`src/rtl/quad_enc_pkg.sv`:
```
// Shared constants, FSM/step types and the quadrature step decoder for the
// encoder tracker.
package quad_enc_pkg;

    localparam logic [1:0] ST_00 = 2'b00;
    localparam logic [1:0] ST_01 = 2'b01;
    localparam logic [1:0] ST_11 = 2'b11;
    localparam logic [1:0] ST_10 = 2'b10;

    localparam logic DIR_CW  = 1'b1;
    localparam logic DIR_CCW = 1'b0;

    typedef enum logic {
        INIT  = 1'b0,
        TRACK = 1'b1
    } fsm_t;

    typedef enum logic [1:0] {
        STEP_NONE = 2'b00,
        STEP_CW   = 2'b01,
        STEP_CCW  = 2'b10,
        STEP_ILL  = 2'b11
    } step_t;

    // States are {a,b}; CW runs 00 -> 01 -> 11 -> 10 -> 00.
    function automatic step_t step_decode(input logic [1:0] prev_st, input logic [1:0] next_st);
        step_t res;
        if (prev_st == next_st) begin
            res = STEP_NONE;
        end else if ((prev_st ^ next_st) == 2'b11) begin
            res = STEP_ILL;
        end else begin
            case (prev_st)
                ST_00:   res = (next_st == ST_01) ? STEP_CW : STEP_CCW;
                ST_01:   res = (next_st == ST_11) ? STEP_CW : STEP_CCW;
                ST_11:   res = (next_st == ST_10) ? STEP_CW : STEP_CCW;
                ST_10:   res = (next_st == ST_00) ? STEP_CW : STEP_CCW;
                default: res = STEP_ILL;
            endcase
        end
        return res;
    endfunction

endpackage

```
`src/rtl/quad_enc_channel.sv`:
```
// One encoder channel: pin synchronisers, debouncers, INIT/TRACK FSM,
// step decoder and wrapping position counter.
module quad_enc_channel
    import quad_enc_pkg::*;
#(
    parameter int DEB_CYCLES = 80,
    parameter int POS_W      = 16,
    parameter int COUNT_X4   = 1
) (
    input  logic             clk,
    input  logic             rst,
    input  logic             a,
    input  logic             b,
    input  logic             clr,
    output logic [POS_W-1:0] pos,
    output logic             cw,
    output logic             ccw,
    output logic             dir,
    output logic             err
);

    localparam int               CNT_W    = $clog2(DEB_CYCLES);
    localparam logic [CNT_W-1:0] CNT_LAST = CNT_W'(DEB_CYCLES - 1);
    localparam logic [CNT_W-1:0] CNT_ONE  = CNT_W'(1);
    localparam logic [POS_W-1:0] POS_ONE  = POS_W'(1);

    logic [1:0]       sync1_r;
    logic [1:0]       sync2_r;
    logic [1:0]       filt_r;
    logic [1:0]       filt_nxt_s;
    logic [CNT_W-1:0] deb_cnt_r     [2];
    logic [CNT_W-1:0] deb_cnt_nxt_s [2];
    logic [CNT_W-1:0] stb_cnt_r;
    fsm_t             state_r;
    step_t            step_s;
    logic             up_s;
    logic             dn_s;
    logic             ill_s;

    // Per-pin debounce; bit 1 is A and bit 0 is B so filt_r reads as {a,b}
    always_comb begin
        filt_nxt_s = filt_r;
        for (int i = 0; i < 2; i++) begin
            deb_cnt_nxt_s[i] = '0;
            if (sync2_r[i] != filt_r[i]) begin
                if (deb_cnt_r[i] == CNT_LAST) begin
                    filt_nxt_s[i]    = sync2_r[i];
                    deb_cnt_nxt_s[i] = '0;
                end else begin
                    deb_cnt_nxt_s[i] = deb_cnt_r[i] + CNT_ONE;
                end
            end else begin
                deb_cnt_nxt_s[i] = '0;
            end
        end
    end

    // Decode filtered-state changes; x1 keeps only the steps landing on the 00 detent
    always_comb begin
        up_s  = 1'b0;
        dn_s  = 1'b0;
        ill_s = 1'b0;
        if (state_r == TRACK) begin
            step_s = step_decode(filt_r, filt_nxt_s);
        end else begin
            step_s = STEP_NONE;
        end
        case (step_s)
            STEP_CW:  up_s  = (COUNT_X4 != 32'sd0) || (filt_nxt_s == ST_00);
            STEP_CCW: dn_s  = (COUNT_X4 != 32'sd0) || (filt_nxt_s == ST_00);
            STEP_ILL: ill_s = 1'b1;
            default:  ill_s = 1'b0;
        endcase
    end

    // Synchronisers, debounce state and INIT/TRACK sequencing
    always_ff @(posedge clk or posedge rst) begin
        if (rst) begin
            sync1_r      <= 2'b00;
            sync2_r      <= 2'b00;
            filt_r       <= 2'b00;
            deb_cnt_r[0] <= '0;
            deb_cnt_r[1] <= '0;
            stb_cnt_r    <= '0;
            state_r      <= INIT;
        end else begin
            sync1_r      <= {a, b};
            sync2_r      <= sync1_r;
            filt_r       <= filt_nxt_s;
            deb_cnt_r[0] <= deb_cnt_nxt_s[0];
            deb_cnt_r[1] <= deb_cnt_nxt_s[1];
            if (state_r == INIT) begin
                if (sync2_r != filt_r) begin
                    stb_cnt_r <= '0;
                end else if (stb_cnt_r == CNT_LAST) begin
                    stb_cnt_r <= '0;
                    state_r   <= TRACK;
                end else begin
                    stb_cnt_r <= stb_cnt_r + CNT_ONE;
                end
            end else begin
                stb_cnt_r <= '0;
            end
        end
    end

    // Registered outputs; clear wins over a same-cycle step but its pulse still fires
    always_ff @(posedge clk or posedge rst) begin
        if (rst) begin
            pos <= '0;
            cw  <= 1'b0;
            ccw <= 1'b0;
            dir <= DIR_CCW;
            err <= 1'b0;
        end else begin
            cw  <= up_s;
            ccw <= dn_s;
            if (up_s) begin
                dir <= DIR_CW;
            end else if (dn_s) begin
                dir <= DIR_CCW;
            end else begin
                dir <= dir;
            end
            if (clr) begin
                pos <= '0;
                err <= 1'b0;
            end else begin
                if (up_s) begin
                    pos <= pos + POS_ONE;
                end else if (dn_s) begin
                    pos <= pos - POS_ONE;
                end else begin
                    pos <= pos;
                end
                err <= err | ill_s;
            end
        end
    end

endmodule

```
`src/rtl/quad_enc_tracker.sv`:
```
// Multi-channel quadrature encoder tracker: one independent channel per
// A/B pin pair, positions flattened channel-major onto pos.
module quad_enc_tracker #(
    parameter int CHANNELS   = 2,
    parameter int DEB_CYCLES = 80,
    parameter int POS_W      = 16,
    parameter int COUNT_X4   = 1
) (
    input  logic                      clk,
    input  logic                      rst,
    input  logic [CHANNELS-1:0]       a,
    input  logic [CHANNELS-1:0]       b,
    input  logic [CHANNELS-1:0]       clr,
    output logic [CHANNELS*POS_W-1:0] pos,
    output logic [CHANNELS-1:0]       cw,
    output logic [CHANNELS-1:0]       ccw,
    output logic [CHANNELS-1:0]       dir,
    output logic [CHANNELS-1:0]       err
);

    for (genvar i = 0; i < CHANNELS; i++) begin : gen_ch
        quad_enc_channel #(
            .DEB_CYCLES (DEB_CYCLES),
            .POS_W      (POS_W),
            .COUNT_X4   (COUNT_X4)
        ) u_ch (
            .clk (clk),
            .rst (rst),
            .a   (a[i]),
            .b   (b[i]),
            .clr (clr[i]),
            .pos (pos[i*POS_W +: POS_W]),
            .cw  (cw[i]),
            .ccw (ccw[i]),
            .dir (dir[i]),
            .err (err[i])
        );
    end

endmodule

```
`config.mk`:
```
export PLATFORM = sky130hd
export DESIGN_NAME = quad_enc_tracker
export DESIGN_NICKNAME = d
export VERILOG_FILES = /design/src/rtl/quad_enc_pkg.sv /design/src/rtl/quad_enc_channel.sv /design/src/rtl/quad_enc_tracker.sv
export SDC_FILE = /design/constraint.sdc
export NUM_CORES = 1
export LEC_CHECK = 0
export CELL_PAD_IN_SITES_DETAIL_PLACEMENT = 1
export CELL_PAD_IN_SITES_GLOBAL_PLACEMENT = 1
export CORE_MARGIN = 4
export CORE_UTILIZATION = 46
export CTS_CLUSTER_SIZE = 16
export DETAILED_ROUTE_END_ITERATION = 10
export PLACE_DENSITY = 0.83
export SLEW_MARGIN = 20
export SYNTH_ARGS = -nofsm -noshare
export SYNTH_HDL_FRONTEND = slang
export SYNTH_SLANG_ARGS = --single-unit
```
`constraint.sdc`:
```
create_clock -name clk -period 5 [get_ports clk]
set_input_delay 1.25 -clock clk [delete_from_list [all_inputs] [get_ports clk]]
set_output_delay 1.25 -clock clk [all_outputs]
set_load 0.01 [all_outputs]
```
==> impl_metrics.tcl, run 1 <==
set metrics [dict create \
    status "finished clean" \
    drv_cap 0 \
    clkSlewWorstSetupHoldPaths_ns 0.07 \
    grt_use_total_pct 20.0 \
    relSlewSlack_pct 29.1 \
    setup_violations 0 \
    hold_viol_final 0 \
    synth_edf_count 0 \
    num_vias 4406 \
    fin_tns_setup_ns 0 \
    drc 0 \
    synth-xor-area-share_pct 8.48 \
    die_x_um 118 \
    synth_cell_type_count 57 \
    rows 39 \
    ys_seq_elements 96 \
    cts_max_level 3 \
    pin_count 48 \
    place_area_um2 6160 \
    clkLatencyLatePin_ns 0.35 \
    ctsLongestPathBuffers 2 \
    ant_nets 0 \
    ys.warnings.count 0 \
    cp_slowest_cell "or3_1" \
    vias_per_cell 5.76 \
    grt_max_degree 65 \
    synth_compound_area_share_pct 16.5 \
    num_antenna_cells 0 \
    core-area_um2 11700 \
    die-area_um2 13900 \
    muxShareOfSynthArea_pct 0.942 \
    critPathLaunchType "flip-flop" \
    path_cells "ha_1 -> nand3_1 -> or3_1 -> nand2_1 -> o21ai_0 -> nand2_1 -> o21ai_0 -> o221ai_1 -> ha_1 -> inv_1 -> buf_4 -> ha_1 -> a21oi_1 -> nand2_1 -> and3_1 -> o211ai_1 -> o21ai_1 -> mux2i_1 -> mux2_2" \
    ff2ff_setup_slack_ns 0.38 \
    synth_adder_area_share_pct 10.6 \
    area_delta_synth_final_pct 17.0 \
    synth_fp_nets 624 \
    wl_um 13600 \
    fin_nets 671 \
    syn_area_um2 5580 \
    synthSimpleGateAreaFrac_pct 18.1 \
    grt_pass1_vias 4762 \
    port-buffer-count 47 \
    drt_iter0_drc 173 \
    clock_skew_ns 0.00683 \
    fp.dieH_um 118 \
    cts_made_buffers 9 \
    synth_cells 570 \
    tritoncts "built" \
    synth_top_family_by_area "simple AND/OR/NAND/NOR gates" \
    grt_pass1_wl_um 23000 \
    rsz0062_at_grt "false" \
    worst_hold_slack_ns 0.351 \
    min_path_type "flip-flop to flip-flop" \
    min_period_ns 4.62 \
    ys_seq_area_share_pct 43.1 \
    period_share_pct 92.4 \
    drive_above_1_share_pct 8.84 \
    cts_root_buf "clkbuf_16" \
    cpPeakStageDelay_ns 0.44 \
    peakVddDrop_mv 0.292 \
    worstPathRequired_ns 5.23 \
    critPathKind "flip-flop to flip-flop" \
    async_flop_share_pct 100 \
    crit_arrival_ns 4.86 \
    gp_congestion 0.841 \
    fmax_mhz 216 \
    ys.flop_type "dfrtp_1" \
    overflow 0 \
    cts_sinks 96 \
    antenna_found_initial 0 \
    stdcell_area_um2 6530 \
    tightestPinTransition_ns 1.06 \
    crit_path_end_kind "flip-flop" \
    initial_core_util_pct 47.8 \
    firstDrtPassIters 4 \
    slew_violations 0 \
    power.density_nw_per_um2 375 \
    leakage_nw 2.94 \
    critPathMaxFanout 11 \
    syn_area_per_cell_um2 9.78 \
    dp_hpwl_um 9630 \
    post_drt_wl_per_cell_um 17.8 \
]
==> state kept, by name (all words and copies together), names as in the netlist <==
signal,cells
gen_ch.u_ch.state_r,2
gen_ch.u_ch.ccw,2
gen_ch.u_ch.filt_r,4
gen_ch.u_ch.err,2
gen_ch.u_ch.sync2_r,4
gen_ch.u_ch.dir,2
gen_ch.u_ch.cw,2
gen_ch.u_ch.deb_cnt_r,28
gen_ch.u_ch.sync1_r,4
gen_ch.u_ch.stb_cnt_r,14
gen_ch.u_ch.pos,32
==> area by class of cell <==
cell class,instances,area [um2]
clock inverter,7,95.1
clock buffer,9,225
multi-input combinational,447,3060
sequential,96,2400
fill,1313,5140
timing repair inverter,1,5.00
tap,143,179
inverter,7,32.5
timing repair buffer,55,531
==> synth_stat cells (3+ instances only) <==
cell | n | area [um2]
dfrtp_1 | 96 | 2400
a21oi_1 | 37 | 185
o21ai_0 | 27 | 135
or2_2 | 7 | 43.8
nand3_1 | 24 | 120
xor2_1 | 23 | 201
a21o_1 | 13 | 97.6
or3_1 | 3 | 18.8
nor2b_1 | 16 | 100
nor3b_1 | 8 | 60.1
inv_1 | 7 | 26.3
o21bai_1 | 5 | 37.5
nand2_1 | 50 | 188
nor3_1 | 8 | 40.0
nand2b_1 | 6 | 37.5
a21o_2 | 3 | 26.3
o211ai_1 | 6 | 45.0
o21a_1 | 4 | 30.0
ha_1 | 44 | 551
nor2_1 | 59 | 221
a31oi_1 | 5 | 31.3
buf_4 | 8 | 60.1
a22o_1 | 11 | 96.3
and3_1 | 8 | 50.1
or3b_2 | 4 | 35.0
xnor2_1 | 31 | 272
mux2i_1 | 3 | 30.0
clkbuf_1 | 12 | 45.0
a211oi_1 | 4 | 30.0
==> power by group <==
part	switching, W	leakage, nW	total, W	internal (W)
Combinational	0.000405	1.49	0.000800	0.000395
Clock	0.000314	0.156	0.000753	0.000439
Sequential	0.0000571	1.30	0.000891	0.000834
==> final timing paths <==
| kind | startpoint | endpoint | cells after the start |
|---|---|---|---|
| worst max-delay path | gen_ch[0].u_ch.deb_cnt_r[7] | gen_ch[0].u_ch.pos[15] | 19 |
| worst min-delay path | gen_ch[0].u_ch.sync1_r[0] | gen_ch[0].u_ch.sync2_r[0] | 0 |
| worst max register to register | gen_ch[0].u_ch.deb_cnt_r[7] | gen_ch[0].u_ch.pos[15] | 19 |
| worst min register to register | gen_ch[0].u_ch.sync1_r[0] | gen_ch[0].u_ch.sync2_r[0] | 0 |
| max in group asynchronous | rst | gen_ch[1].u_ch.pos[7] | 3 |
| min in group asynchronous | rst | gen_ch[1].u_ch.sync1_r[1] | 2 |
==> per-layer routing <==
metal / vias up / track usage, % / wire, um
met2: 74 / 35.5 / 6940
met4: 0 / 7.47 / 257
met1: 2207 / 23.9 / 5990
li1: 2105 / - / -
met5: - / 0 / 0
met3: 20 / 4.13 / 419
==> worst max-delay path: cells and delay by family (launching register included) <==
family | cells | cell delay, ns
fa+ha+maj | 3 | 0.91
buf+inv | 2 | 0.53
simple gates | 6 | 1.16
compound gates | 6 | 0.92
mux | 2 | 0.59
flops | 1 | 0.39
==> cells in the final DEF (no fill, tap or decap), types with 3 or more instances in the layout <==
cell and instances:
and3_1 8, or3b_2 4, buf_4 8, nand2b_1 6, or2_2 7, a21o_1 13, nor2b_1 16, mux2i_1 3
xor2_1 23, nand3_1 24, a31oi_1 4, nand2_1 50, o21a_1 4, xnor2_1 31, ha_1 43, o21ai_0 27
a211oi_1 4, nor3_1 8, dfrtp_1 96, a22o_1 11, inv_1 5, nor2_1 59, or3_1 3, o211ai_1 6
a21o_2 3, clkdlybuf4s50_1 47, nor3b_1 7, clkbuf_16 9, a21oi_1 37, o21bai_1 5
==> cells by family (layout without fill, tap and decap cells) <==
| kind of cell | count (synthesis) | count (layout) |
|---|---|---|
| AND/OR/NAND/NOR | 205 | 205 |
| multiplexers | 5 | 5 |
| XOR/XNOR | 54 | 54 |
| AO/OA/AOI/OAI | 137 | 137 |
| flip-flops | 96 | 96 |
| buffers and inverters | 27 | 79 |
| adder cells (fa/ha/maj) | 46 | 46 |
==> repair_timing <==
item | CTS | global route
setup buffers | 0 | 3
endpoints found under the setup margin | 0 | 1
hold buffers | 0 | 0
hold endpoints to repair | 0 | 0
resized for setup | 0 | 4
==> per-stage QoR <==
stage          util (%)  worst slack (ns)  power [W]  cells
6_report           56.0             0.379    0.00244    765
5_1_grt            56.0            0.0293    0.00260    765
4_1_cts            55.6             0.262    0.00246    761
3_5_place_dp       52.8             0.285    0.00169    745
3_3_place_gp       52.8             0.580    0.00166    745
2_1_floorplan         -              1.02    0.00146    570
(Power assumes the default switching activity.)
==> run 2: changes to the inputs <==
- ABC_CLOCK_PERIOD_IN_PS: default -> 4000
- CORE_MARGIN: 4 -> 3
- CORE_UTILIZATION: 46 -> 41
- PLACE_DENSITY: 0.83 -> 0.78
- clock period: 5 -> 4 ns (I/O delays scaled with it)
==> run 2 against run 1 <==
Global-route usage shrank 0.90 points. First-iteration DRC count shrank 24%. Wire length grew 2.3%. Sequential power grew 26%. Maximum frequency grew 17%. Via count grew 2.7%. Final cell count grew 8.9%. Highest routed layer unchanged. Utilization shrank 0.99 points. Flip-flop and latch count is the same.
==> impl_metrics.tcl, run 2 (same netlist as run 1, synthesis figures left out) <==
set metrics [dict create \
    pin_count 48 \
    ctsLongestPathBuffers 2 \
    vias_per_cell 5.43 \
    largest_register "gen_ch.u_ch.pos" \
    drt_iter0_drc 131 \
    cts_root_buf "clkbuf_16" \
    tritoncts "built" \
    grt_pass1_wl_um 23300 \
    drv_cap 0 \
    fin_tns_setup_ns 0 \
    worstPathRequired_ns 4.28 \
    min_from "gen_ch[0].u_ch.sync1_r[1]" \
    drc 0 \
    grt_use_total_pct 19.1 \
    min_path_type "flip-flop to flip-flop" \
    ant_nets 0 \
    fmax_mhz 253 \
    fin_cells 833 \
    leakage_nw 3.15 \
    critPathKind "flip-flop to flip-flop" \
    ff2ff_path_depth 19 \
    port-buffer-count 47 \
    crit_path_end_kind "flip-flop" \
    period_share_pct 98.7 \
    clkSlewWorstSetupHoldPaths_ns 0.07 \
    num_antenna_cells 0 \
    dp.cells 800 \
    core-area_um2 13000 \
    dp_hpwl_um 9360 \
    firstDrtPassIters 4 \
    setup_violations 0 \
    cp-startpoint "gen_ch[1].u_ch.deb_cnt_r[7]" \
    hold_viol_final 0 \
    finalPower_w 0.00315 \
    critPathLaunchType "flip-flop" \
    min_period_ns 3.95 \
    relSlewSlack_pct 32.9 \
    num_vias 4525 \
    reg_top3 "gen_ch.u_ch.pos: 32 flops, gen_ch.u_ch.deb_cnt_r: 28 flops, gen_ch.u_ch.stb_cnt_r: 14 flops" \
    layout_commonest_cell "dfrtp_1" \
    area_delta_synth_final_pct 27.9 \
    power.density_nw_per_um2 442 \
    peakVddDrop_mv 0.424 \
    clock_skew_ns 0.00821 \
    fin_nets 710 \
    ff2ff_setup_slack_ns 0.05 \
    status "finished clean" \
    rows 41 \
    cts_made_buffers 9 \
    critPathMaxFanout 5 \
    grt_pass1_vias 4871 \
    endpoint "gen_ch[1].u_ch.pos[14]" \
    tightestPinTransition_ns 1.00 \
    overflow 0 \
    die_x_um 123 \
    gp_congestion 0.890 \
    post_drt_wl_per_cell_um 16.7 \
    die-area_um2 15000 \
    slew_violations 0 \
    r2r_start "gen_ch[1].u_ch.deb_cnt_r[7]" \
    fp.dieH_um 123 \
    cts_sinks 96 \
    r2r_end "gen_ch[1].u_ch.pos[14]" \
    crit_arrival_ns 4.22 \
    initial_core_util_pct 43.0 \
    rsz0062_at_grt "true" \
    antenna_found_initial 0 \
    final_cell_mix "dfrtp_1 (96), nor2_1 (58), nand2_1 (48), clkdlybuf4s50_1 (47), buf_4 (41)" \
    grt_max_degree 53 \
    wl_um 13900 \
    cts_max_level 3 \
    clkLatencyLatePin_ns 0.35 \
    largest_reg_flops 32 \
    drive_above_1_share_pct 20.3 \
]
[run 2: stage by stage]
stage / worst slack, ns / hold WS, ns / util [%] / cell area [um2]
2_1_floorplan: 0.0161 / 0.331 / - / 5580
3_3_place_gp: 0.0337 / 0.334 / 49.3 / 6400
6_report: 0.0537 / 0.350 / 55.0 / 7130
5_1_grt: -0.193 / 0.359 / 55.0 / 7130
3_5_place_dp: -0.240 / 0.338 / 49.3 / 6400
4_1_cts: 0.00215 / 0.353 / 52.2 / 6780
[run 2: report_power, final]
part	total, W	internal, W	switching [W]
sequential	0.00112	0.00104	0.0000765
combinational	0.00122	0.000626	0.000597
clock	0.000809	0.000437	0.000372
[run 2: area by class of cell]
type                            instances  area, um2
Fill cell                            1447       5840
Multi-Input combinational cell        447       3340
Sequential cell                        96       2400
Timing Repair Buffer                   94        863
Clock buffer                           11        243
Tap cell                              172        215
Clock inverter                          5       32.5
Inverter                                7       32.5
Timing Repair inverter                  1       7.51
[run 2: worst min path at each step]
stage | slack (ns) | to | cells after the start
6_report | 0.35 | gen_ch[0].u_ch.sync2_r[1] | 0
5_1_grt | 0.36 | gen_ch[0].u_ch.sync2_r[1] | 0
4_1_cts | 0.35 | gen_ch[0].u_ch.sync2_r[1] | 0
3_5_place_dp | 0.34 | gen_ch[0].u_ch.sync2_r[1] | 0
3_3_place_gp | 0.33 | gen_ch[1].u_ch.sync2_r[1] | 0
2_1_floorplan | 0.33 | gen_ch[0].u_ch.sync2_r[0] | 0
[run 2: layer usage]
metal | share of wire (%) | track usage (%) | wire length, um | up-vias
li1 | - | - | - | 2188
met2 | 53 | 35.0 | 7380 | 61
met5 | 0 | 0 | 0 | -
met4 | 0.95 | 4.69 | 132 | 0
met1 | 43 | 22.5 | 6010 | 2265
met3 | 2.9 | 4.70 | 400 | 11
[run 2: critical path, stage by stage (launching register included)]
cell and delay (ns):
dfrtp_1 0.37, ha_2 0.21, nand3_2 0.08, buf_4 0.16, nor3b_2 0.20, nand2_1 0.14
nor2_1 0.13, a311oi_1 0.07, a21oi_2 0.15, and2_4 0.18, ha_4 0.17, clkinvlp_4 0.16
ha_1 0.36, a21oi_1 0.17, nand2_1 0.11, a31oi_1 0.27, o21ai_0 0.22, a221oi_2 0.31
mux2_2 0.37, nand3_1 0.08
[run 2: what timing repair did]
action / CTS / global route
buffers inserted: 3 / 13
resized for setup: 16 / 49
cloned: 1 / 0
hold buffers: 0 / 0
pin swaps: 5 / 28
endpoints found under the setup margin: 9 / 16
hold endpoints to repair: 0 / 0
